### src/rtl/hbridge_phase_monitor_pkg.sv
// Shared types for the H-bridge phase monitor: coil polarity codes,
// electrical quadrant constants, quadrant-delta codes and decode helpers.
// Coil pattern bit order is {X2, X1}; X1 is the high-side drive.
package hbridge_mon_pkg;

  // Coil drive pattern {X2,X1}: X1 alone drives positive, X2 alone negative.
  typedef enum logic [1:0] {
    POL_OFF   = 2'b00,
    POL_POS   = 2'b01,
    POL_NEG   = 2'b10,
    POL_FAULT = 2'b11
  } pol_e;

  // Electrical quadrants: (A+,B+)=Q0, (A-,B+)=Q1, (A-,B-)=Q2, (A+,B-)=Q3.
  localparam logic [1:0] Q0 = 2'd0;
  localparam logic [1:0] Q1 = 2'd1;
  localparam logic [1:0] Q2 = 2'd2;
  localparam logic [1:0] Q3 = 2'd3;

  // Quadrant delta, new minus old modulo 4.
  typedef enum logic [1:0] {
    STAY = 2'd0,
    FWD  = 2'd1,
    SKIP = 2'd2,
    REV  = 2'd3
  } qdelta_e;

  // Default motor count.
  localparam int MOTOR_COUNT_DEF = 1;

  // True when the coil is actively driven in either direction.
  function automatic logic pol_driven(input pol_e p);
    return (p == POL_POS) || (p == POL_NEG);
  endfunction

  // Quadrant from the negative-polarity flags of coils A and B.
  function automatic logic [1:0] quad_of(input logic a_neg, input logic b_neg);
    logic [1:0] q;
    case ({a_neg, b_neg})
      2'b00:   q = Q0;
      2'b10:   q = Q1;
      2'b11:   q = Q2;
      default: q = Q3;
    endcase
    return q;
  endfunction

endpackage

### src/rtl/hbridge_phase_monitor_if.sv
// Bundle of the monitored DUAL_HBRIDGE phases, the clear strobe and the
// monitor results. master = stimulus/bench side, slave = the monitor.
interface hbridge_phase_monitor_if #(
  parameter int MOTOR_COUNT = 1,
  parameter int WINDOW_BITS = 8,
  parameter int STEP_BITS   = 32
);
  logic [MOTOR_COUNT-1:0]             PHASE_A1;
  logic [MOTOR_COUNT-1:0]             PHASE_A2;
  logic [MOTOR_COUNT-1:0]             PHASE_B1;
  logic [MOTOR_COUNT-1:0]             PHASE_B2;
  logic                               clear;
  logic [MOTOR_COUNT*WINDOW_BITS-1:0] duty_a;
  logic [MOTOR_COUNT*WINDOW_BITS-1:0] duty_b;
  logic                               duty_valid;
  logic [MOTOR_COUNT*STEP_BITS-1:0]   position;
  logic [MOTOR_COUNT-1:0]             fault_shoot;
  logic [MOTOR_COUNT-1:0]             fault_skip;

  modport master (
    output PHASE_A1, PHASE_A2, PHASE_B1, PHASE_B2, clear,
    input  duty_a, duty_b, duty_valid, position, fault_shoot, fault_skip
  );

  modport slave (
    input  PHASE_A1, PHASE_A2, PHASE_B1, PHASE_B2, clear,
    output duty_a, duty_b, duty_valid, position, fault_shoot, fault_skip
  );
endinterface

### src/rtl/hbridge_phase_monitor_channel.sv
// One motor: 2-flop sync, coil decode, optional deglitch (HBRIDGE_MON_DEGLITCH_EN),
// quadrant tracking, signed full-step position, sticky faults, duty accumulators.
// Position/faults update 3 cycles after a phase edge (6 with deglitch).
module hbridge_mon_channel
  import hbridge_mon_pkg::*;
#(
  parameter int WINDOW_BITS = 8,
  parameter int STEP_BITS   = 32
) (
  input  logic                   CLK,
  input  logic                   reset,
  input  logic                   i_a1,
  input  logic                   i_a2,
  input  logic                   i_b1,
  input  logic                   i_b2,
  input  logic                   i_clear,
  input  logic                   i_win_end,
  output logic [WINDOW_BITS-1:0] o_duty_a,
  output logic [WINDOW_BITS-1:0] o_duty_b,
  output logic [STEP_BITS-1:0]   o_position,
  output logic                   o_fault_shoot,
  output logic                   o_fault_skip
);

  localparam logic [STEP_BITS-1:0] STEP_ONE = {{(STEP_BITS-1){1'b0}}, 1'b1};

  logic [1:0] r_a_s1, r_a_s2, r_b_s1, r_b_s2;
  logic       r_neg_a, r_neg_b, r_known_a, r_known_b, r_qref;
  logic [1:0] r_quad;
  logic [STEP_BITS-1:0]   r_pos;
  logic                   r_shoot, r_skip;
  logic [WINDOW_BITS-1:0] r_acc_a, r_acc_b, r_duty_a, r_duty_b;

  pol_e       w_pol_a, w_pol_b;
  logic       w_drv_a, w_drv_b, w_acc_a, w_acc_b;
  logic       w_neg_a_nx, w_neg_b_nx, w_known_a_nx, w_known_b_nx, w_both, w_step_en;
  logic [1:0] w_quad_nx, w_qdiff;
  qdelta_e    w_delta;
  logic [WINDOW_BITS-1:0] w_inc_a, w_inc_b;

  // Two-flop synchroniser on every phase bit, kept as {X2,X1} coil patterns.
  always_ff @(posedge CLK or posedge reset) begin
    if (reset) begin
      r_a_s1 <= 2'b00;
      r_a_s2 <= 2'b00;
      r_b_s1 <= 2'b00;
      r_b_s2 <= 2'b00;
    end else begin
      r_a_s1 <= {i_a2, i_a1};
      r_a_s2 <= r_a_s1;
      r_b_s1 <= {i_b2, i_b1};
      r_b_s2 <= r_b_s1;
    end
  end

  assign w_pol_a = pol_e'(r_a_s2);
  assign w_pol_b = pol_e'(r_b_s2);
  assign w_drv_a = pol_driven(w_pol_a);
  assign w_drv_b = pol_driven(w_pol_b);

`ifdef HBRIDGE_MON_DEGLITCH_EN
  logic [1:0] r_cand_a, r_cnt_a, r_cand_b, r_cnt_b;

  // Track how long the synchronised pattern has been unchanged (saturating).
  always_ff @(posedge CLK or posedge reset) begin
    if (reset) begin
      r_cand_a <= 2'b00;
      r_cnt_a  <= 2'd0;
      r_cand_b <= 2'b00;
      r_cnt_b  <= 2'd0;
    end else begin
      if (r_a_s2 == r_cand_a) begin
        if (r_cnt_a != 2'd3) r_cnt_a <= r_cnt_a + 2'd1;
      end else begin
        r_cand_a <= r_a_s2;
        r_cnt_a  <= 2'd0;
      end
      if (r_b_s2 == r_cand_b) begin
        if (r_cnt_b != 2'd3) r_cnt_b <= r_cnt_b + 2'd1;
      end else begin
        r_cand_b <= r_b_s2;
        r_cnt_b  <= 2'd0;
      end
    end
  end

  // Accept a polarity only on its 4th consecutive identical sample.
  assign w_acc_a = w_drv_a && (r_a_s2 == r_cand_a) && (r_cnt_a >= 2'd2);
  assign w_acc_b = w_drv_b && (r_b_s2 == r_cand_b) && (r_cnt_b >= 2'd2);
`else
  assign w_acc_a = w_drv_a;
  assign w_acc_b = w_drv_b;
`endif

  // OFF and FAULT leave the last polarity untouched.
  assign w_neg_a_nx   = w_acc_a ? (w_pol_a == POL_NEG) : r_neg_a;
  assign w_neg_b_nx   = w_acc_b ? (w_pol_b == POL_NEG) : r_neg_b;
  assign w_known_a_nx = r_known_a | w_acc_a;
  assign w_known_b_nx = r_known_b | w_acc_b;
  assign w_both       = w_known_a_nx & w_known_b_nx;
  assign w_quad_nx    = quad_of(w_neg_a_nx, w_neg_b_nx);
  assign w_qdiff      = w_quad_nx - r_quad;
  assign w_delta      = qdelta_e'(w_qdiff);
  // The first valid quadrant only sets the reference.
  assign w_step_en    = w_both & r_qref;

  // Last polarity, known flags and quadrant reference; clear leaves these alone.
  always_ff @(posedge CLK or posedge reset) begin
    if (reset) begin
      r_neg_a   <= 1'b0;
      r_neg_b   <= 1'b0;
      r_known_a <= 1'b0;
      r_known_b <= 1'b0;
      r_quad    <= Q0;
      r_qref    <= 1'b0;
    end else begin
      r_neg_a   <= w_neg_a_nx;
      r_neg_b   <= w_neg_b_nx;
      r_known_a <= w_known_a_nx;
      r_known_b <= w_known_b_nx;
      if (w_both) begin
        r_quad <= w_quad_nx;
        r_qref <= 1'b1;
      end
    end
  end

  // Position and sticky faults; clear overrides any step or fault that cycle.
  always_ff @(posedge CLK or posedge reset) begin
    if (reset) begin
      r_pos   <= '0;
      r_shoot <= 1'b0;
      r_skip  <= 1'b0;
    end else if (i_clear) begin
      r_pos   <= '0;
      r_shoot <= 1'b0;
      r_skip  <= 1'b0;
    end else begin
      if (w_step_en) begin
        case (w_delta)
          FWD:     r_pos  <= r_pos + STEP_ONE;
          REV:     r_pos  <= r_pos - STEP_ONE;
          SKIP:    r_skip <= 1'b1;
          default: ;
        endcase
      end
      if ((w_pol_a == POL_FAULT) || (w_pol_b == POL_FAULT)) r_shoot <= 1'b1;
    end
  end

  assign w_inc_a = {{(WINDOW_BITS-1){1'b0}}, w_drv_a};
  assign w_inc_b = {{(WINDOW_BITS-1){1'b0}}, w_drv_b};

  // Driven-cycle accumulators; the window end publishes the count including this cycle.
  always_ff @(posedge CLK or posedge reset) begin
    if (reset) begin
      r_acc_a  <= '0;
      r_acc_b  <= '0;
      r_duty_a <= '0;
      r_duty_b <= '0;
    end else if (i_clear) begin
      r_acc_a <= '0;
      r_acc_b <= '0;
    end else if (i_win_end) begin
      r_duty_a <= r_acc_a + w_inc_a;
      r_duty_b <= r_acc_b + w_inc_b;
      r_acc_a  <= '0;
      r_acc_b  <= '0;
    end else begin
      r_acc_a <= r_acc_a + w_inc_a;
      r_acc_b <= r_acc_b + w_inc_b;
    end
  end

  assign o_duty_a      = r_duty_a;
  assign o_duty_b      = r_duty_b;
  assign o_position    = r_pos;
  assign o_fault_shoot = r_shoot;
  assign o_fault_skip  = r_skip;

endmodule

### src/rtl/hbridge_phase_monitor.sv
// Top: MOTOR_COUNT independent channels plus the shared duty window counter.
// Position latency 3 cycles (6 with HBRIDGE_MON_DEGLITCH_EN); duty window 2^WINDOW_BITS-1 cycles.
// Pure observer: no backpressure, samples the phases every cycle.
module hbridge_phase_monitor
  import hbridge_mon_pkg::*;
#(
  parameter int MOTOR_COUNT = MOTOR_COUNT_DEF,
  parameter int WINDOW_BITS = 8,
  parameter int STEP_BITS   = 32
) (
  input logic                     CLK,
  input logic                     reset,
  hbridge_phase_monitor_if.slave  mon
);

  localparam logic [WINDOW_BITS-1:0] WIN_LAST = WINDOW_BITS'((2 ** WINDOW_BITS) - 2);

  logic [WINDOW_BITS-1:0] r_win;
  logic                   r_dv;
  logic                   w_win_end;

  logic [MOTOR_COUNT*WINDOW_BITS-1:0] w_duty_a, w_duty_b;
  logic [MOTOR_COUNT*STEP_BITS-1:0]   w_position;
  logic [MOTOR_COUNT-1:0]             w_shoot, w_skip;

  assign w_win_end = (r_win == WIN_LAST);

  // Shared window counter; duty_valid follows the window end by one cycle.
  always_ff @(posedge CLK or posedge reset) begin
    if (reset) begin
      r_win <= '0;
      r_dv  <= 1'b0;
    end else if (mon.clear) begin
      r_win <= '0;
      r_dv  <= 1'b0;
    end else if (w_win_end) begin
      r_win <= '0;
      r_dv  <= 1'b1;
    end else begin
      r_win <= r_win + {{(WINDOW_BITS-1){1'b0}}, 1'b1};
      r_dv  <= 1'b0;
    end
  end

  for (genvar g = 0; g < MOTOR_COUNT; g++) begin : g_motor
    hbridge_mon_channel #(
      .WINDOW_BITS (WINDOW_BITS),
      .STEP_BITS   (STEP_BITS)
    ) u_channel (
      .CLK           (CLK),
      .reset         (reset),
      .i_a1          (mon.PHASE_A1[g]),
      .i_a2          (mon.PHASE_A2[g]),
      .i_b1          (mon.PHASE_B1[g]),
      .i_b2          (mon.PHASE_B2[g]),
      .i_clear       (mon.clear),
      .i_win_end     (w_win_end),
      .o_duty_a      (w_duty_a[g*WINDOW_BITS +: WINDOW_BITS]),
      .o_duty_b      (w_duty_b[g*WINDOW_BITS +: WINDOW_BITS]),
      .o_position    (w_position[g*STEP_BITS +: STEP_BITS]),
      .o_fault_shoot (w_shoot[g]),
      .o_fault_skip  (w_skip[g])
    );
  end

  assign mon.duty_a      = w_duty_a;
  assign mon.duty_b      = w_duty_b;
  assign mon.duty_valid  = r_dv;
  assign mon.position    = w_position;
  assign mon.fault_shoot = w_shoot;
  assign mon.fault_skip  = w_skip;

endmodule

### src/flat_wrapper.sv
// flat-port wrapper written by rule: the top's interface ports become plain ports
module hbridge_phase_monitor_flat import hbridge_mon_pkg::*;
#(
  parameter int MOTOR_COUNT = MOTOR_COUNT_DEF,
  parameter int WINDOW_BITS = 8,
  parameter int STEP_BITS   = 32
)
  (CLK, reset, mon_PHASE_A1, mon_PHASE_A2, mon_PHASE_B1, mon_PHASE_B2, mon_clear, mon_duty_a, mon_duty_b, mon_duty_valid, mon_position, mon_fault_shoot, mon_fault_skip);
  hbridge_phase_monitor_if #(.MOTOR_COUNT(MOTOR_COUNT), .WINDOW_BITS(WINDOW_BITS), .STEP_BITS(STEP_BITS)) mon_i ();
  input logic CLK;
  input logic reset;
  input wire logic [$bits(mon_i.PHASE_A1)-1:0] mon_PHASE_A1;
  input wire logic [$bits(mon_i.PHASE_A2)-1:0] mon_PHASE_A2;
  input wire logic [$bits(mon_i.PHASE_B1)-1:0] mon_PHASE_B1;
  input wire logic [$bits(mon_i.PHASE_B2)-1:0] mon_PHASE_B2;
  input wire logic [$bits(mon_i.clear)-1:0] mon_clear;
  output wire logic [$bits(mon_i.duty_a)-1:0] mon_duty_a;
  output wire logic [$bits(mon_i.duty_b)-1:0] mon_duty_b;
  output wire logic [$bits(mon_i.duty_valid)-1:0] mon_duty_valid;
  output wire logic [$bits(mon_i.position)-1:0] mon_position;
  output wire logic [$bits(mon_i.fault_shoot)-1:0] mon_fault_shoot;
  output wire logic [$bits(mon_i.fault_skip)-1:0] mon_fault_skip;
  assign mon_i.PHASE_A1 = mon_PHASE_A1;
  assign mon_i.PHASE_A2 = mon_PHASE_A2;
  assign mon_i.PHASE_B1 = mon_PHASE_B1;
  assign mon_i.PHASE_B2 = mon_PHASE_B2;
  assign mon_i.clear = mon_clear;
  assign mon_duty_a = mon_i.duty_a;
  assign mon_duty_b = mon_i.duty_b;
  assign mon_duty_valid = mon_i.duty_valid;
  assign mon_position = mon_i.position;
  assign mon_fault_shoot = mon_i.fault_shoot;
  assign mon_fault_skip = mon_i.fault_skip;
  hbridge_phase_monitor #(.MOTOR_COUNT(MOTOR_COUNT), .WINDOW_BITS(WINDOW_BITS), .STEP_BITS(STEP_BITS)) u_core (.CLK(CLK), .reset(reset), .mon(mon_i));
endmodule
### config.mk
export PLATFORM = sky130hd
export DESIGN_NAME = hbridge_phase_monitor_flat
export DESIGN_NICKNAME = d
export VERILOG_FILES = /design/src/rtl/hbridge_phase_monitor_pkg.sv /design/src/rtl/hbridge_phase_monitor_if.sv /design/src/rtl/hbridge_phase_monitor_channel.sv /design/src/rtl/hbridge_phase_monitor.sv /design/src/flat_wrapper.sv
export SDC_FILE = /design/constraint.sdc
export NUM_CORES = 1
export LEC_CHECK = 0
export CORE_MARGIN = 5
export CORE_UTILIZATION = 57
export CTS_BUF_LIST = sky130_fd_sc_hd__clkbuf_8 sky130_fd_sc_hd__clkbuf_16
export DETAILED_ROUTE_END_ITERATION = 6
export GPL_TIMING_DRIVEN = 0
export PLACE_DENSITY = 0.79
export REMOVE_ABC_BUFFERS = 1
export SYNTH_ARGS = -nofsm -noshare
export SYNTH_HDL_FRONTEND = slang
export SYNTH_SLANG_ARGS = --single-unit
export TNS_END_PERCENT = 20
### constraint.sdc
create_clock -name CLK -period 6.4 [get_ports CLK]
set_input_delay 0.64 -clock CLK [delete_from_list [all_inputs] [get_ports CLK]]
set_output_delay 0.64 -clock CLK [all_outputs]
set_load 0.05 [all_outputs]
==> flow_metrics.py <==
metrics = {
    "pwr": {
        "vdd_drop_max_mv": 0.215,
        "clockPowerShare_pct": 15.8,
        "swShare_pct": 50.4,
        "power-per-cell-area_nw_per_um2": 484,
        "power_frac_seq_pct": 29.9,
        "leakage_nw": 2.61,
        "p_int_mw": 1.44,
        "combinationalPowerShare_pct": 54.3,
        "p_switching_mw": 1.46,
    },
    "global_route": {
        "grt_max_degree": 75,
        "grt_pass1_wl_microns": 21100,
        "antenna_found_initial": 0,
        "grt_usage_pct": 23.2,
        "overflow": 0,
        "grt_pass1_vias": 4333,
    },
    "outcome": {
        "outcome": "finished, final reports clean",
    },
    "drt": {
        "routed-via-count": 4395,
        "detail_route.vias_per_cell": 6.20,
        "wire_per_inst_microns": 17.3,
        "drc": 0,
        "wirelength_microns": 12300,
        "drt_pass1_iterations": 5,
        "first_iter_violations": 280,
        "antenna_left": 0,
    },
    "cells_and_area": {
        "final_cell_mix": "nor2_1 (93), dfrtp_1 (90), clkdlybuf4s50_1 (56), nand2_1 (30), a21oi_1 (29)",
        "final_common_cell": "nor2_1",
        "layout.nets": 618,
        "design_area_sq_um": 5990,
        "drive_above_1_share_pct": 8.49,
        "utilization_pct": 68.0,
        "area_delta_synth_final_pct": 15.6,
        "instances_no_fill": 709,
        "diodes": 0,
    },
    "cts": {
        "root_buffer": "clkbuf_8",
        "clk_pin_slew_ns": 0.09,
        "cts.htree.levels": 3,
        "cts_made_buffers": 9,
        "cts_tree": "built",
        "cts_setup_buffers": 0,
        "clk_latency_ns": 0.36,
        "cts.sinks": 90,
        "cts_resized": 0,
        "cts_hold_buf": 0,
        "cts.path.max_buffers": 2,
    },
    "synthesis": {
        "synth_edf_count": 0,
        "synthArstFlopShare_pct": 100,
        "ys_types": 60,
        "synth-seq-cells": 90,
        "synth_ff_type": "dfrtp_1",
        "synth_cells": 565,
        "synth_area_sq_um": 5180,
        "yosysSeqAreaShare_pct": 43.5,
        "synth.avg_cell_area_sq_um": 9.16,
        "yosys_warnings": 0,
    },
    "floorplan": {
        "num_rows": 34,
        "die_area_sq_um": 11100,
        "ioPinCount": 58,
        "coreArea_sq_um": 8810,
        "die_w_microns": 105,
        "start_util_pct": 58.8,
        "die_y_microns": 105,
    },
    "placement": {
        "port_buffers": 57,
        "pre_cts_ws_ns": 0.291,
        "dpl.cell_count": 693,
        "gp_congestion": 0.888,
        "dp_hpwl_microns": 8370,
        "dpl-instance-area_sq_um": 5750,
    },
    "sta": {
        "min_period_over_period_pct": 89.7,
        "finalSetupViolations": 0,
        "rsz0062_at_grt": "false",
        "fin_tns_setup_ns": 0,
        "fin_crit_ns": 5.74,
        "worstMarginPinSlew_ns": 0.956,
        "relSlewSlack_pct": 36.1,
        "skew_ns": 0.0130,
        "fmax_mhz": 174,
        "setup_ws_ns": 0.656,
        "hold_viol": 0,
        "maxSlewViolCount": 0,
    },
    "setup_path": {
        "crit_chain": "ha_1 > mux2_2 > xnor2_1 > ha_1 > clkinv_1 > nand2_2 > xnor2_1 > ha_1 > or4_4 > nor3_1 > o31ai_4 > o211ai_4 > o21ai_0 > o41ai_2 > mux2_1",
        "worst_path_dominant_cell_family": "adder cells",
        "worstPathMaxFanout": 35,
        "crit_top_cell": "ha_1",
        "max_stage_delay_ns": 0.77,
        "crit_slowest_cell": "ha_1",
        "cp-end-kind": "flop",
        "critical_path_class": "flop to flop",
        "cp.required_ns": 6.65,
        "path_buf_inv": 1,
        "start_kind": "flop",
        "arrival_ns": 5.99,
    },
    "flow_run": {
        "maxCapViolations": 0,
    },
    "min_path": {
        "hold_path_class": "flop to flop",
    },
}
[through the flow]
step	hold slack (ns)	power, mW
6_report	0.357	2.90
5_1_grt	0.382	3.08
4_1_cts	0.363	2.89
3_5_place_dp	0.340	2.42
3_3_place_gp	0.334	2.40
2_1_floorplan	0.331	1.96
[state kept, by name, summed over array words and instances, names as in the netlist, 2 cells and up]
| signal | flops |
|---|---|
| u_core.g_motor.u_channel.o_duty_a | 8 |
| u_core.g_motor.u_channel.o_duty_b | 8 |
| u_core.g_motor.u_channel.o_position | 32 |
| u_core.g_motor.u_channel.r_a_s1 | 2 |
| u_core.g_motor.u_channel.r_a_s2 | 2 |
| u_core.g_motor.u_channel.r_acc_a | 8 |
| u_core.g_motor.u_channel.r_acc_b | 8 |
| u_core.g_motor.u_channel.r_b_s1 | 2 |
| u_core.g_motor.u_channel.r_b_s2 | 2 |
| u_core.g_motor.u_channel.r_quad | 2 |
| u_core.r_win | 8 |
[cell type report]
type,count,area [sq um]
fill,714,2820
multi-input combinational,421,2700
sequential,90,2250
timing repair buffer,59,604
tap,108,135
clock buffer,9,124
clock inverter,7,113
inverter,15,58.8
[cell usage after synthesis (2+ instances only)]
cell type / n / area (sq um)
a211oi_1: 3 / 22.5
a21oi_1: 29 / 145
a31oi_1: 4 / 25.0
and2_1: 2 / 12.5
and3_1: 15 / 93.8
and4_1: 4 / 35.0
buf_1: 3 / 11.3
buf_2: 5 / 25.0
buf_6: 3 / 33.8
clkbuf_1: 28 / 105
dfrtp_1: 90 / 2250
ha_1: 15 / 188
inv_1: 13 / 48.8
mux2_2: 10 / 113
mux2i_1: 12 / 120
nand2_1: 31 / 116
nand3_1: 24 / 120
nand4_1: 14 / 87.6
nor2_1: 93 / 349
nor2b_1: 7 / 43.8
nor3_1: 22 / 110
nor4_1: 18 / 113
nor4b_1: 2 / 17.5
o2111ai_1: 2 / 17.5
o211ai_1: 2 / 15.0
o21ai_0: 17 / 85.1
o21ai_1: 2 / 10.0
o22ai_1: 3 / 18.8
o31ai_2: 2 / 25.0
o32a_1: 2 / 20.0
or2_2: 3 / 18.8
or3_1: 9 / 56.3
or4_1: 6 / 45.0
or4_4: 2 / 22.5
xnor2_1: 23 / 201
xnor2_2: 2 / 32.5
xor2_1: 20 / 175
[path summary, 6_finish.rpt]
check / to / slack (ns) / startpoint / cells after the start
hold reg to reg: u_core.g_motor[0].u_channel.r_a_s2[0]$_DFF_PP0_ / 0.36 / u_core.g_motor[0].u_channel.r_a_s1[0]$_DFF_PP0_ / 0
hold / removal: u_core.g_motor[0].u_channel.r_a_s2[0]$_DFF_PP0_ / 0.36 / u_core.g_motor[0].u_channel.r_a_s1[0]$_DFF_PP0_ / 0
setup / recovery: u_core.g_motor[0].u_channel.o_position[24]$_DFFE_PP0P_ / 0.66 / u_core.g_motor[0].u_channel.r_b_s2[1]$_DFF_PP0_ / 15
setup reg to reg: u_core.g_motor[0].u_channel.o_position[24]$_DFFE_PP0P_ / 0.66 / u_core.g_motor[0].u_channel.r_b_s2[1]$_DFF_PP0_ / 15
max in group asynchronous: u_core.g_motor[0].u_channel.r_acc_b[2]$_DFF_PP0_ / 5.21 / reset / 3
min in group asynchronous: u_core.g_motor[0].u_channel.o_position[20]$_DFFE_PP0P_ / 0.57 / reset / 2
[power groups by stage]
stage	registers [mW]	logic, mW	clock network (mW)
after floorplan	1.08	0.879	0
final	0.867	1.58	0.457
after global placement	0.868	1.54	0
after global routing	0.887	1.70	0.492
after detailed placement	0.871	1.55	0
after CTS	0.860	1.56	0.470
[logic make-up after synthesis]
kind of cell             count (synthesis)  synth area share, %
AO/OA/AOI/OAI                           77                 9.98
buffers and inverters                   54                 4.47
adder cells (fa/ha/maj)                 15                 3.62
flip-flops                              90                 43.5
multiplexers                            24                 5.15
XOR/XNOR                                46                 8.22
AND/OR/NAND/NOR                        259                 25.1
[layer usage]
| metal | wire, microns | vias up | global-route usage [%] |
|---|---|---|---|
| met5 | 0 | - | 0 |
| met4 | 258 | 0 | 9.28 |
| met3 | 733 | 25 | 3.06 |
| met2 | 5970 | 165 | 37.9 |
| met1 | 5330 | 2149 | 31.3 |
| li1 | - | 2056 | - |
Note: power is estimated with default switching activity, not from simulation.
